--- src/rtl/dsm_decim.sv ---
// rtl/dsm_decim.sv - sinc^ORDER CIC decimator recovering the 16.16 target from a MASH output stream.
// Optional macro DSM_DECIM_SETTLE_EN hides the first ORDER-1 unsettled results after reset.
module dsm_decim #(
  parameter int ORDER = 5,
  parameter int LOG2R = 8,
  localparam int ACCW = 16 + ORDER * LOG2R
) (
  input  logic        clk,
  input  logic        rst,
  input  logic [15:0] in_value,
  input  logic        in_valid,
  output logic [31:0] out_data,
  output logic        out_valid,
  input  logic        out_ready,
  output logic        ovf,
  input  logic        clr_ovf
);

  localparam int SH = ORDER * LOG2R - 16;

  logic [ACCW-1:0]  integ_q [ORDER];
  logic [ACCW-1:0]  integ_d [ORDER];
  logic [LOG2R-1:0] cnt_q;
  logic [LOG2R-1:0] cnt_d;
  logic             strobe;

  logic [ACCW-1:0]  comb_q [ORDER+1];
  logic [ACCW-1:0]  dly_q  [ORDER];
  logic [ORDER:0]   vld_q;

  logic [31:0]      res_data;
  logic             res_vld;

  logic [31:0]      out_data_q, out_data_d;
  logic             out_valid_q, out_valid_d;
  logic             ovf_q, ovf_d;

  // Integrators chain on next-state values so the strobe sample reaches I_ORDER at once.
  always_comb begin
    integ_d = integ_q;
    cnt_d   = cnt_q;
    if (in_valid) begin
      integ_d[0] = integ_q[0] + {{(ACCW-16){1'b0}}, in_value};
      for (int k = 1; k < ORDER; k++) begin
        integ_d[k] = integ_q[k] + integ_d[k-1];
      end
      cnt_d = cnt_q + 1'b1;
    end
  end

  assign strobe = in_valid && (cnt_q == '1);

  always_ff @(posedge clk or posedge rst) begin
    if (rst) begin
      for (int k = 0; k < ORDER; k++) begin
        integ_q[k] <= '0;
      end
      cnt_q <= '0;
    end else begin
      integ_q <= integ_d;
      cnt_q   <= cnt_d;
    end
  end

  // Comb stage k consumes comb_q[k-1]; dly_q[k-1] holds its previous decimated input.
  always_ff @(posedge clk or posedge rst) begin
    if (rst) begin
      for (int k = 0; k <= ORDER; k++) begin
        comb_q[k] <= '0;
      end
      for (int k = 0; k < ORDER; k++) begin
        dly_q[k] <= '0;
      end
      vld_q <= '0;
    end else begin
      vld_q[0] <= strobe;
      if (strobe) begin
        comb_q[0] <= integ_d[ORDER-1];
      end
      for (int k = 1; k <= ORDER; k++) begin
        vld_q[k] <= vld_q[k-1];
        if (vld_q[k-1]) begin
          comb_q[k]  <= comb_q[k-1] - dly_q[k-1];
          dly_q[k-1] <= comb_q[k-1];
        end
      end
    end
  end

  assign res_data = 32'(comb_q[ORDER] >> SH);

`ifdef DSM_DECIM_SETTLE_EN
  localparam logic [2:0] SETTLE_N = 3'(ORDER - 1);

  logic [2:0] settle_q;
  logic       settled;

  assign settled = (settle_q == SETTLE_N);
  assign res_vld = vld_q[ORDER] && settled;

  always_ff @(posedge clk or posedge rst) begin
    if (rst) begin
      settle_q <= '0;
    end else if (vld_q[ORDER] && !settled) begin
      settle_q <= settle_q + 1'b1;
    end
  end
`else
  assign res_vld = vld_q[ORDER];
`endif

  // A drop sets ovf after the clear is applied, so a simultaneous set wins.
  always_comb begin
    out_data_d  = out_data_q;
    out_valid_d = out_valid_q;
    ovf_d       = ovf_q;
    if (clr_ovf) begin
      ovf_d = 1'b0;
    end
    if (res_vld) begin
      if (!out_valid_q || out_ready) begin
        out_data_d  = res_data;
        out_valid_d = 1'b1;
      end else begin
        ovf_d = 1'b1;
      end
    end else if (out_ready) begin
      out_valid_d = 1'b0;
    end
  end

  always_ff @(posedge clk or posedge rst) begin
    if (rst) begin
      out_data_q  <= '0;
      out_valid_q <= 1'b0;
      ovf_q       <= 1'b0;
    end else begin
      out_data_q  <= out_data_d;
      out_valid_q <= out_valid_d;
      ovf_q       <= ovf_d;
    end
  end

  assign out_data  = out_data_q;
  assign out_valid = out_valid_q;
  assign ovf       = ovf_q;

endmodule

--- config.mk ---
export PLATFORM = sky130hd
export DESIGN_NAME = dsm_decim
export DESIGN_NICKNAME = d
export VERILOG_FILES = /design/src/rtl/dsm_decim.sv
export SDC_FILE = /design/constraint.sdc
export NUM_CORES = 2
export LEC_CHECK = 0
export BUFFER_PORTS_ARGS = -buffer_cell sky130_fd_sc_hd__buf_2
export CORE_ASPECT_RATIO = 0.75
export CORE_MARGIN = 3
export CORE_UTILIZATION = 60
export CTS_CLUSTER_DIAMETER = 120
export DETAILED_ROUTE_END_ITERATION = 8
export GPL_TIMING_DRIVEN = 0
export HOLD_SLACK_MARGIN = 0.1
export PLACE_DENSITY = 0.75
export SYNTH_ARGS = -nofsm -noshare
export SYNTH_HDL_FRONTEND = slang
export SYNTH_SLANG_ARGS = --single-unit
--- constraint.sdc ---
create_clock -name clk -period 47.3 [get_ports clk]
set_input_delay 7.095 -clock clk [delete_from_list [all_inputs] [get_ports clk]]
set_output_delay 7.095 -clock clk [all_outputs]
set_load 0.005 [all_outputs]
# After elaboration in Yosys (flattened, before gate mapping)

Cells that the tools add are included.

Flip-flop bits (word level): 944
Input bits: 21
Output and inout bits: 34
Word-level logic and storage cells: 47

Add/sub/neg operators: 11
Equality and inequality tests: 2
Muxes and demuxes: 7
Reduce and logical (&&, ||, !) cells: 6

Operators with widths:

| operator            | count |
|---|---|
| $sub 56x56->56      | 5 |
| $add 56x56->56      | 4 |
| $add 56x16->56      | 1 |
| $mux 56             | 1 |
| $add 8x1->8 const B | 1 |
| $eq 8x8->1 const B  | 1 |
| $mux 1              | 6 |
| $reduce_and 2->1    | 2 |
| $ne 2x1->1 const B  | 1 |
| $reduce_bool 2->1   | 1 |
| $logic_and 1x1->1   | 1 |
| $logic_not 1->1     | 1 |
| $logic_or 1x1->1    | 1 |

# Longest topological paths before layout

Depth after elaboration: 6
Mapped depth: 60
Gate-level depth less buffers: 60

# Worst setup path before layout

Ideal clock, no wire load.

Kind: input-to-reg
Start: input in_value[0]
End: register comb_q[335] (netlist bit)
Library setup time: 0.125 ns
Data arrival time: 16.996 ns
Required time: 47.175 ns
Path slack: 30.179 ns
Stages on the path: 60
Buffers on the path: 0
Path through: ha_1 fa_1 a21o_1 a21oi_1 o21bai_1 a21oi_1 o21bai_1 a21oi_1 o21ai_0 nand2_1 a21oi_1 a21o_1 a21oi_1 xnor2_1 ha_1 nand2_1 o21ai_0 a211oi_1 [24 not listed] nor2_1 or2_1 nor2b_1 xnor2_1 ha_1 a21o_1 a21o_1 a21o_1 a21o_1 a21o_1 a2111oi_0 a31o_2 o31ai_1 a21oi_1 nand2b_1 mux2i_1 xor2_1 mux2_2

RTL lines:

| element                        | line | source |
|---|---|---|
| start: declaration             | 10   | `input logic [15:0] in_value,` |
| end signal: indexed assignment | 83   | `comb_q[k] <= comb_q[k-1] - dly_q[k-1];` |
| end: declaration               | 27   | `logic [ACCW-1:0] comb_q [ORDER+1];` |

==> flow_summary_export.csv <==
group,metric,value,unit
timing,drv_slew,0,
cells_and_area,drive_above_1_share,11.82,%
cells_and_area,nNetsFinal,6913,
clock_network,cts_buffer_depth,3,
clock_network,htree_levels,3,
drt,wl_per_cell,18.20,µm
timing,fin_tns_setup,0,ns
run_status,status,"completed",
synth,yosys-top-cells-count,"dfrtp_1, nand2_1, ha_1, mux2_2, a21oi_1",
synth,synth-main-ff-cell,"dfrtp_1",
placement,port_buffers,54,
job,cap_viol_max_count,0,
cells_and_area,design_area,64760,µm²
drt,vias,46261,
worst_setup_path,worst_setup_path_end_kind,"flip-flop",
synth,synth_area_leaders,"dfrtp_1, ha_1, mux2_2, xnor2_1, nand2_1",
cells_and_area,multi_input_area,34100,µm²
cells_and_area,area.growth.synth_to_final,9.079,%
worst_setup_path,criticalPathCategory,"primary input to flip-flop",
worst_setup_path,cp-start-kind,"primary input",
synth,seq_area_frac_synth,38.78,%
placement,place_ws,27.96,ns
grt,grt_usage,27.20,%
timing,min_period,19.16,ns
synth,synth_top_cell_by_area,"dfrtp_1",
floorplanning,std_cell_rows,99,
drt,ant_nets,0,
worst_setup_path,crit_required,47.86,ns
grt,grt_max_degree,133,
clock_network,insertion_delay,0.69,ns
floorplanning,ioPinCount,55,
timing,setup_viol,0,
clock_network,root_buffer,"clkbuf_16",
timing,hold_viol_final,0,
placement,place_area,61510,µm²
floorplanning,die_w,369.2,µm
placement,gp_congestion,0.9407,
timing,min_period_over_period,40.51,%
grt,grt_pass1_vias,43385,
worst_setup_path,cp_max_fo,7,
clock_network,postCtsSetupBuffers,0,
timing,fin_ws,28.14,ns
synth,async_reset_ff_share,100.0,%
worst_setup_path,crit_arrival,19.72,ns
grt,grt_pass1_wl,230000,µm
placement,hpwl,107400,µm
clock_network,cts_tree,"built",
synth,synth_nets,6755,
synth,yosysUniqueCellTypes,97,
synth,synthCells,6213,
floorplanning,die_area,102800,µm²
synth,synth_edf_count,0,
timing,rsz0062_at_grt,"no",
worst_setup_path,slowest_stage,"nor4bb_1",
synth,avgSynthCellArea,9.555,µm²
drt,drc,0,
timing,maxSlewHeadroom,5.684,%
clock_network,clock-sinks,920,
drt,viasPerCell,5.959,
clock_network,numCtsBuffers,94,
timing,tightest_slew,1.402,ns
synth,synth_top_area_share,38.78,%
drt,drtPass1Iterations,5,
synth,synth_warnings,0,
floorplanning,coreArea,97730,µm²
worst_setup_path,max_stage_delay,0.67,ns
min_path,hp-class,"flip-flop to flip-flop",
synth,netlist_area,59370,µm²
cells_and_area,seqCellArea,23020,µm²
floorplanning,die_y,278.4,µm
synth,ys_ff_latch,920,
grt,grt_overflow,0,
floorplanning,start_util,60.74,%
synth,synth.most_common_cell,"dfrtp_1",
timing,finClkSkew,0.01896,ns
grt,antenna_found_initial,2,
drt,finalWirelength,141300,µm
cells_and_area,n_fill_cell,7847,
clock_network,cts.repair.resized,0,
clock_network,ctsHoldBuffers,0,
drt,drt_iter0_drc,3616,
timing,max_freq,52.19,MHz
clock_network,cts.reportedPaths.clkPinSlew,0.06,ns
==> cells by family after synthesis <==
logic type | Yosys count | synth area share [%]
AO/OA/AOI/OAI | 1704 | 17.94
AND/OR/NAND/NOR | 1440 | 11.14
flip-flops | 920 | 38.78
buffers and inverters | 598 | 3.783
XOR/XNOR | 544 | 8.038
adder cells (fa/ha/maj) | 521 | 11.09
multiplexers | 486 | 9.225
==> per-stage QoR <==
step / utilization [%] / instances / hold WS, ns
finish: 66.26 / 7763 / 0.4129
global route: 66.25 / 7760 / 0.4211
CTS: 66.25 / 7760 / 0.4242
detailed placement: 62.93 / 7588 / 0.4133
global placement: 62.70 / 7580 / 0.4026
floorplan: - / 6213 / 0.3519
==> registers in the layout (all words and copies together) (netlist names) <==
register and cells:
comb_q 312, dly_q 280, integ_q 280, out_data 32, cnt_q 8, vld_q 6
out_valid 1, ovf 1
==> layer usage <==
layer	part of all wire (%)	GRT usage, %	vias to the layer above	routed length, µm
met2	40	37.37	1165	56700
li1	-	-	22341	-
met3	7.1	5.928	160	10000
met4	1.5	4.613	0	2127
met1	51	43.90	22595	72480
met5	0	0	-	0
==> final cells by class <==
type / count / share of cell area, %
inverter: 412 / 2.400
tap: 1313 / 2.537
sequential: 920 / 35.55
clock buffer: 132 / 4.195
buffer: 186 / 1.080
timing repair buffer: 62 / 0.7574
antenna: 3 / 0.01159
multi-input combinational: 4695 / 52.66
clock inverter: 40 / 0.8115
==> critical path: cells and delay by family <==
kind / cells / cell delay [ns]
compound gates: 30 / 6.39
xor+xnor: 5 / 0.76
mux: 2 / 0.56
buf+inv: 1 / 0.10
simple gates: 15 / 2.67
fa+ha+maj: 6 / 2.12
==> placed cells by master, fill, tap and decap left out, types with 40 or more instances in the layout <==
cell type / instances
buf_2: 55
nand3_1: 106
a31oi_1: 47
nor2_1: 233
ha_1: 512
nand4_1: 65
dfrtp_1: 920
xnor2_1: 370
nor3_1: 66
nand2b_1: 56
o21bai_1: 70
nand2_1: 685
clkbuf_1: 186
o21a_1: 65
xor2_1: 173
and3_1: 48
o21ai_0: 430
clkbuf_16: 95
a21oi_1: 452
o21ai_1: 81
a21o_1: 272
mux2_2: 481
a211oi_1: 40
nor2b_1: 56
inv_1: 409
==> worst paths after layout <==
check	startpoint	end	slack, ns	cells past startpoint
min in group asynchronous	rst	integ_q[270]$_DFFE_PP0P_	6.43	2
min	vld_q[1]$_DFF_PP0_	vld_q[2]$_DFF_PP0_	0.41	0
max	in_value[0]	comb_q[335]$_DFFE_PP0P_	28.14	59
max in group asynchronous	rst	dly_q[68]$_DFFE_PP0P_	38.83	5
max reg2reg	integ_q[224]$_DFFE_PP0P_	comb_q[335]$_DFFE_PP0P_	34.28	58
min reg2reg	vld_q[1]$_DFF_PP0_	vld_q[2]$_DFF_PP0_	0.41	0
Power is not shown: default switching activity piles up to over one toggle a cycle in this logic, so the estimate is an artifact.
